<file path="src/rtl/io_interrupt_ctrl.sv">
// I/O flag and interrupt sequencer: INPR/OUTR latches, FGI/FGO, IEN, R and the RT0..RT2 interrupt cycle.
// Define IO_OVERRUN_DET_EN to enable the sticky overrun error flag on err (tied low otherwise).
module io_interrupt_ctrl #(
  parameter int DATA_W = 16
) (
  input  logic              clk,
  input  logic              reset,
  input  logic              inp_valid,
  input  logic [DATA_W-1:0] inp_data,
  output logic              inp_ready,
  output logic              out_valid,
  output logic [DATA_W-1:0] out_data,
  input  logic              out_ready,
  input  logic              inp_cmd,
  input  logic              out_cmd,
  input  logic [DATA_W-1:0] ac_in,
  output logic [DATA_W-1:0] inpr_q,
  input  logic              ion_cmd,
  input  logic              iof_cmd,
  input  logic              instr_done,
  output logic              fgi,
  output logic              fgo,
  output logic              ien,
  output logic              int_active,
  output logic [2:0]        rt,
  output logic              err
);

  typedef enum logic [1:0] {
    IDLE = 2'd0,
    RT0  = 2'd1,
    RT1  = 2'd2,
    RT2  = 2'd3
  } state_e;

  state_e            state_q;
  logic              fgi_q, fgi_d;
  logic              fgo_q, fgo_d;
  logic              ovld_q, ovld_d;
  logic              ien_q;
  logic              r_q;
  logic [2:0]        rt_q;
  logic [DATA_W-1:0] inpr_d;
  logic [DATA_W-1:0] outr_q, outr_d;
  logic              inp_accept_s;
  logic              out_done_s;
  logic              out_take_s;

  assign inp_accept_s = inp_valid & ~fgi_q;
  assign out_done_s   = ovld_q & out_ready;
  // An out_cmd only loads OUTR when FGO was set; otherwise the word is dropped.
  assign out_take_s   = out_cmd & fgo_q;

  // Next-state for the device flags and data latches.
  always_comb begin
    fgi_d  = fgi_q;
    fgo_d  = fgo_q;
    ovld_d = ovld_q;
    inpr_d = inpr_q;
    outr_d = outr_q;
    if (inp_accept_s) begin
      fgi_d  = 1'b1;
      inpr_d = inp_data;
    end else if (inp_cmd) begin
      fgi_d  = 1'b0;
    end else begin
      fgi_d  = fgi_q;
    end
    if (out_take_s) begin
      outr_d = ac_in;
      fgo_d  = 1'b0;
      ovld_d = 1'b1;
    end else if (out_done_s) begin
      fgo_d  = 1'b1;
      ovld_d = 1'b0;
    end else begin
      fgo_d  = fgo_q;
      ovld_d = ovld_q;
    end
  end

  // Flag and latch registers.
  always_ff @(posedge clk or posedge reset) begin
    if (reset) begin
      fgi_q  <= 1'b0;
      fgo_q  <= 1'b1;
      ovld_q <= 1'b0;
      inpr_q <= '0;
      outr_q <= '0;
    end else begin
      fgi_q  <= fgi_d;
      fgo_q  <= fgo_d;
      ovld_q <= ovld_d;
      inpr_q <= inpr_d;
      outr_q <= outr_d;
    end
  end

  // Interrupt sequencer; IEN is only writable by ION/IOF while idle.
  always_ff @(posedge clk or posedge reset) begin
    if (reset) begin
      state_q <= IDLE;
      rt_q    <= 3'b000;
      r_q     <= 1'b0;
      ien_q   <= 1'b0;
    end else begin
      case (state_q)
        IDLE: begin
          if (iof_cmd) begin
            ien_q <= 1'b0;
          end else if (ion_cmd) begin
            ien_q <= 1'b1;
          end else begin
            ien_q <= ien_q;
          end
          if (instr_done && ien_q && (fgi_q || fgo_q)) begin
            state_q <= RT0;
            rt_q    <= 3'b001;
            r_q     <= 1'b1;
          end else begin
            state_q <= IDLE;
            rt_q    <= 3'b000;
            r_q     <= 1'b0;
          end
        end
        RT0: begin
          state_q <= RT1;
          rt_q    <= 3'b010;
        end
        RT1: begin
          state_q <= RT2;
          rt_q    <= 3'b100;
        end
        RT2: begin
          state_q <= IDLE;
          rt_q    <= 3'b000;
          r_q     <= 1'b0;
          ien_q   <= 1'b0;
        end
        default: begin
          state_q <= IDLE;
          rt_q    <= 3'b000;
          r_q     <= 1'b0;
          ien_q   <= 1'b0;
        end
      endcase
    end
  end

`ifdef IO_OVERRUN_DET_EN
  logic err_q;

  // Sticky overrun: OUT while the device is busy, or INP with no fresh word.
  always_ff @(posedge clk or posedge reset) begin
    if (reset) begin
      err_q <= 1'b0;
    end else if ((out_cmd && !fgo_q) || (inp_cmd && !fgi_q)) begin
      err_q <= 1'b1;
    end else begin
      err_q <= err_q;
    end
  end

  assign err = err_q;
`else
  assign err = 1'b0;
`endif

  assign inp_ready  = ~fgi_q;
  assign fgi        = fgi_q;
  assign fgo        = fgo_q;
  assign out_valid  = ovld_q;
  assign out_data   = outr_q;
  assign ien        = ien_q;
  assign int_active = r_q;
  assign rt         = rt_q;

endmodule

</file>
<file path="config.mk">
export PLATFORM = sky130hd
export DESIGN_NAME = io_interrupt_ctrl
export DESIGN_NICKNAME = d
export VERILOG_FILES = /design/src/rtl/io_interrupt_ctrl.sv
export SDC_FILE = /design/constraint.sdc
export NUM_CORES = 1
export LEC_CHECK = 0
export ABC_AREA = 1
export BUFFER_PORTS_ARGS = -buffer_cell sky130_fd_sc_hd__clkbuf_2
export CORE_MARGIN = 1
export CORE_UTILIZATION = 38
export DETAILED_ROUTE_END_ITERATION = 12
export HOLD_SLACK_MARGIN = 0.1
export PLACE_DENSITY = 0.7
export SYNTH_ARGS = -nofsm -noshare
export SYNTH_HDL_FRONTEND = slang
export SYNTH_SLANG_ARGS = --single-unit
</file>
<file path="constraint.sdc">
create_clock -name clk -period 1.6 [get_ports clk]
set_clock_uncertainty 0.15 [all_clocks]
set_input_delay 0.24 -clock clk [delete_from_list [all_inputs] [get_ports clk]]
set_output_delay 0.24 -clock clk [all_outputs]
set_load 0.01 [all_outputs]
</file>
; ---- Word-level counts from Yosys, hierarchy flattened
; Index checks and enable logic that the tools add are counted.
; W data, S select, Z words.
[word_totals]
reg_bits = 42
input_bits = 41
out_inout_bits = 42
elab_cells = 40
[classes]
eq_ne = 4
n_mux = 15
bitwise_logic = 4
reduce_logical = 8
[op_table]
columns = cell, n
row1 = $pmux W3 S4, 1
row2 = $mux W1, 11
row3 = $pmux W2 S4, 1
row4 = $reduce_bool A2 Y1, 3
row5 = $eq A2 B2 Y1 const B, 2
row6 = $pmux W1 S2, 2
row7 = $and A1 B1 Y1, 3
row8 = $ne A3 B3 Y1 const B, 1
row9 = $eq A2 B1 Y1 const B, 1
row10 = $logic_and A1 B1 Y1, 2
row11 = $logic_not A2 Y1, 1
row12 = $reduce_and A2 Y1, 1
row13 = $logic_or A1 B1 Y1, 1
row14 = $not A1 Y1, 1

; ---- Depth between registers and ports, before layout
[depth]
word_depth = 4
ltp_mapped = 6
mapped_depth_nobuf = 6

; ---- Worst setup path before layout
; Ideal clock, no wire load.
[synth_path]
path_kind = reg2reg
start = reg fgo_q, in the netlist fgo
end = reg outr_q[0], in the netlist out_data[0]
setup_ps = 117
arrival_time_ps = 985
required_ps = 1333
path_slack_ps = 349
path_stages_with_launch = 6
path_buffers = 2
synth_period_minus_slack_ps = 1251
cell_sequence = dfstp_2 buf_4 nand2_4 buf_6 nand2_1 nand2_1
[synth_between]
elab_chain_cells = 1
[synth_lines]
columns = element, line
row1 = from (decl), 38  ; logic fgo_q, fgo_d;
row2 = from (signal assigned), 92  ; fgo_q <= fgo_d;
row3 = $and A1 B1 Y1, 52  ; assign out_take_s = out_cmd & fgo_q;
row4 = to (signal assigned), 95  ; outr_q <= outr_d;
row5 = to (decl), 44  ; logic [DATA_W-1:0] outr_q, outr_d;
; No other way between the ends.
; A chain may end at the register's enable or synchronous reset.

; ---- Worst setup path in the final report
[layout_path]
start = reg fgo_q, in the netlist fgo
end = out fgo
[layout_rtl]
columns = element, line
row1 = to (decl), 22  ; output logic fgo,
; No word-level cell between the ends.

==> PnR_summary.wiki <==
{| class="wikitable"
! Metric !! Value
|-
| Total number of vias || 1626
|-
| Vertical die dimension || 69.92 um
|-
| Slowest stage delay, CP || ~0.65 ns
|-
| Min-Delay Path Class || in -> reg
|-
| Starting density of the core || 39.98%
|-
| Clock network latency to the later pin of the worst-skew pair || 0.29 ns
|-
| Global routing usage summed across all routing layers || 19.23%
|-
| DIE WIDTH || ~70 um
|-
| Total of cells resized after clock tree synthesis || 0
|-
| Diode insertion count for antenna repair || 0
|-
| Final period utilization || between 90% and 100%
|-
| Final Routed Wirelength || ~4.3 mm
|-
| Crit path arrival time || 1.12 ns
|-
| Net count reported at finish || roughly 350
|-
| H-Tree Depth || 2
|-
| Final routed DRC violation total || 0
|-
| Max-Cap Viols || 0
|-
| IO Pins || 83
|-
| Count of buffers from port buffering || just over 80
|-
| TritonCTS clock tree || yes
|-
| Maximum vdd drop || ~0.66 mV
|-
| Share of cells above drive strength 1 || between 30% and 40%
|-
| Leading area contributor after synthesis || sky130_fd_sc_hd__dfrtp_1
|-
| Via/cell ratio || between 4 and 5
|-
| Largest net degree at the start of global routing || 23
|-
| Power density over the cells || ~1400 mW/mm2
|-
| Busiest layer in global routing || met2
|-
| Post-synthesis cell area || roughly 0.0018 mm2
|-
| Per-cell routed wire length || 11.99 um
|-
| Clock edge transition at the registers on the reported setup and hold paths || 0.08 ns
|-
| Number of buffers inserted by post-CTS setup repair || 0
|-
| GR Layer Usage met2 || about 33%
|-
| Result of the run || finished, final reports clean
|-
| Count of TritonRoute iterations in the first routing pass || 4
|-
| Hold Vio Cnt, Final || 0
|-
| Met1 usage || 23.28%
|-
| Routability cong. || between 0.8 and 0.9
|-
| P&R area growth vs syn || 49.25%
|-
| Die footprint || slightly below 0.005 mm2
|-
| Setup TNS || 0 ns
|-
| First-pass GRT wire length || 7.272 mm
|-
| Path type of the worst setup path || reg -> out
|-
| Final setup violating endpoints || 0
|-
| Remaining number of nets flagged by the antenna check after routing || 0
|-
| Portion of the post-synthesis area used by sequential elements || between 60% and 70%
|-
| Crit start category || register
|-
| Highest fanout seen on the critical path || 9
|-
| Post-DP Area || between 0.002 and 0.0025 mm2
|-
| Flops & latches, synth || 42
|-
| Cell at the root of the clock tree || sky130_fd_sc_hd__clkbuf_8
|-
| Count of warnings emitted by yosys || 0
|-
| Final cell utilization of the core || between 50% and 60%
|-
| Maximum achievable frequency || about 660 MHz
|-
| CP max stage cell || sky130_fd_sc_hd__dfstp_2
|-
| Cells after synthesis || between 150 and 200
|-
| Unique masters post-synth || 14
|-
| Maximum count of clock buffers along a single path || 2
|-
| Setup repair after global routing missed its margin || no
|-
| Hold_ws || approximately 0.12 ns
|-
| Global route total overflow || 0
|-
| Biggest area contributors in the synthesized netlist || sky130_fd_sc_hd__dfrtp_1 (59%), sky130_fd_sc_hd__nand2_1 (16%), sky130_fd_sc_hd__nand3_1 (9.7%)
|-
| Category of cells accounting for the largest share of critical-path delay || flip-flops
|-
| Critical path, cell by cell || clkbuf_2
|-
| Most common cell after layout, fill and taps aside || sky130_fd_sc_hd__clkbuf_2
|-
| Synth top area share || 58.53%
|-
| Std-Cell Rows || 24
|-
| Antenna violations before repair || 0
|-
| Post-route cell area || 0.002616 mm2
|-
| Half-perimeter wire length of the detailed placement result || 2.748 mm
|-
| Syn_nets || between 200 and 250
|-
| Number of buffers added by the clock tree synthesis step || 5
|-
| Tmin final || 1.508 ns
|-
| Count of final max-slew check failures || 0
|-
| Worst path required time || between 1 and 1.5 ns
|-
| DRC violation total after the first TritonRoute iteration || 134
|-
| Core Region || 0.004384 mm2
|-
| Mean Syn Cell Area || about 9.4 um2
|-
| Commonest non-fill, non-tap cells in the layout || sky130_fd_sc_hd__clkbuf_2 (81), sky130_fd_sc_hd__nand2_1 (77), sky130_fd_sc_hd__dfrtp_1 (41), sky130_fd_sc_hd__dlygate4sd3_1 (37), sky130_fd_sc_hd__nand3_1 (34)
|-
| Combined buffer and inverter count along the critical path || 1
|-
| Clock sinks || 42
|-
| Met3 Use GR || under 10%
|-
| Number of global-route vias before repair || 1653
|-
| Crit. End Element || primary output
|-
| Static leakage || ~0.0015 uW
|}
Yosys cell counts:
master / instances
sky130_fd_sc_hd__buf_6: 5
sky130_fd_sc_hd__conb_1: 1
sky130_fd_sc_hd__nor2_1: 2
sky130_fd_sc_hd__a21oi_1: 1
sky130_fd_sc_hd__dfstp_2: 1
sky130_fd_sc_hd__buf_4: 6
sky130_fd_sc_hd__ha_1: 4
sky130_fd_sc_hd__inv_1: 10
sky130_fd_sc_hd__nand2_1: 77
sky130_fd_sc_hd__nand3_1: 34
sky130_fd_sc_hd__inv_2: 1
sky130_fd_sc_hd__dfrtp_1: 41
sky130_fd_sc_hd__o21ai_0: 2
sky130_fd_sc_hd__nand2_4: 2
final timing paths:
check / from / endpoint / slack, ns / depth (start not counted)
setup / recovery: fgo / fgo / 0.09 / 1
hold / removal: instr_done / int_active / 0.12 / 5
setup reg to reg: fgo / out_data[8] / 0.33 / 3
hold reg to reg: out_data[7] / out_data[7] / 0.33 / 2
max in group asynchronous: reset / fgo / 0.67 / 4
min in group asynchronous: reset / out_data[10] / 0.36 / 4
layout make-up:
class / instances / area, um2
Clock buffer: 6 / 72.57
Clock inverter: 2 / 13.76
Fill cell: 392 / 1768
Inverter: 11 / 41.29
Multi-Input combinational cell: 123 / 558.0
Sequential cell: 42 / 1052
Tap cell: 52 / 65.06
Timing Repair Buffer: 123 / 813.3
tightest hold or removal path: cells and delay by family:
kind	cells	cell delay, ns
simple gates	3	0.16
buf+inv	2	0.12
metrics by stage:
step | power, uW | cells | setup slack [ns]
global placement | 2944 | 314 | 0.3706
finish | 3688 | 359 | 0.09218
global route | 3996 | 359 | 0.03441
floorplan | 2463 | 187 | 0.2373
detailed placement | 2980 | 314 | 0.3497
CTS | 3726 | 359 | 0.06153
logic make-up (layout without fill, tap and decap cells):
family                   Yosys count  in the layout  share of synthesized area, %
flip-flops                        42             42                         60.03
AO/OA/AOI/OAI                      3              3                        0.8563
other                              1              1                        0.2139
adder cells (fa/ha/maj)            4              4                         2.855
AND/OR/NAND/NOR                  115            115                         27.91
buffers and inverters             22            142                         8.137
registers in the layout, summed over array words and instances (netlist names):
name        cells
state_q         2
rt              3
fgo             1
fgi             1
out_valid       1
inpr_q         16
out_data       16
ien             1
int_active      1
report_power, final:
part           total, uW  switching (uW)  internal, uW  leakage, uW
clock network        660             352           308    0.0000452
registers           1690             247          1450     0.000520
logic               1340             763           572     0.000944
what timing repair did:
action                     4_1_cts  5_1_grt
setup endpoints to repair        0        0
hold buffers                    37        0
hold endpoints to repair        78        0
per-layer routing:
layer | share of wire (%) | vias up
met1 | 42 | 731
met4 | 2.5 | 0
met2 | 50 | 62
li1 | - | 820
met5 | 0 | -
met3 | 5.6 | 13
No activity file was read; power rests on OpenSTA's default activity.
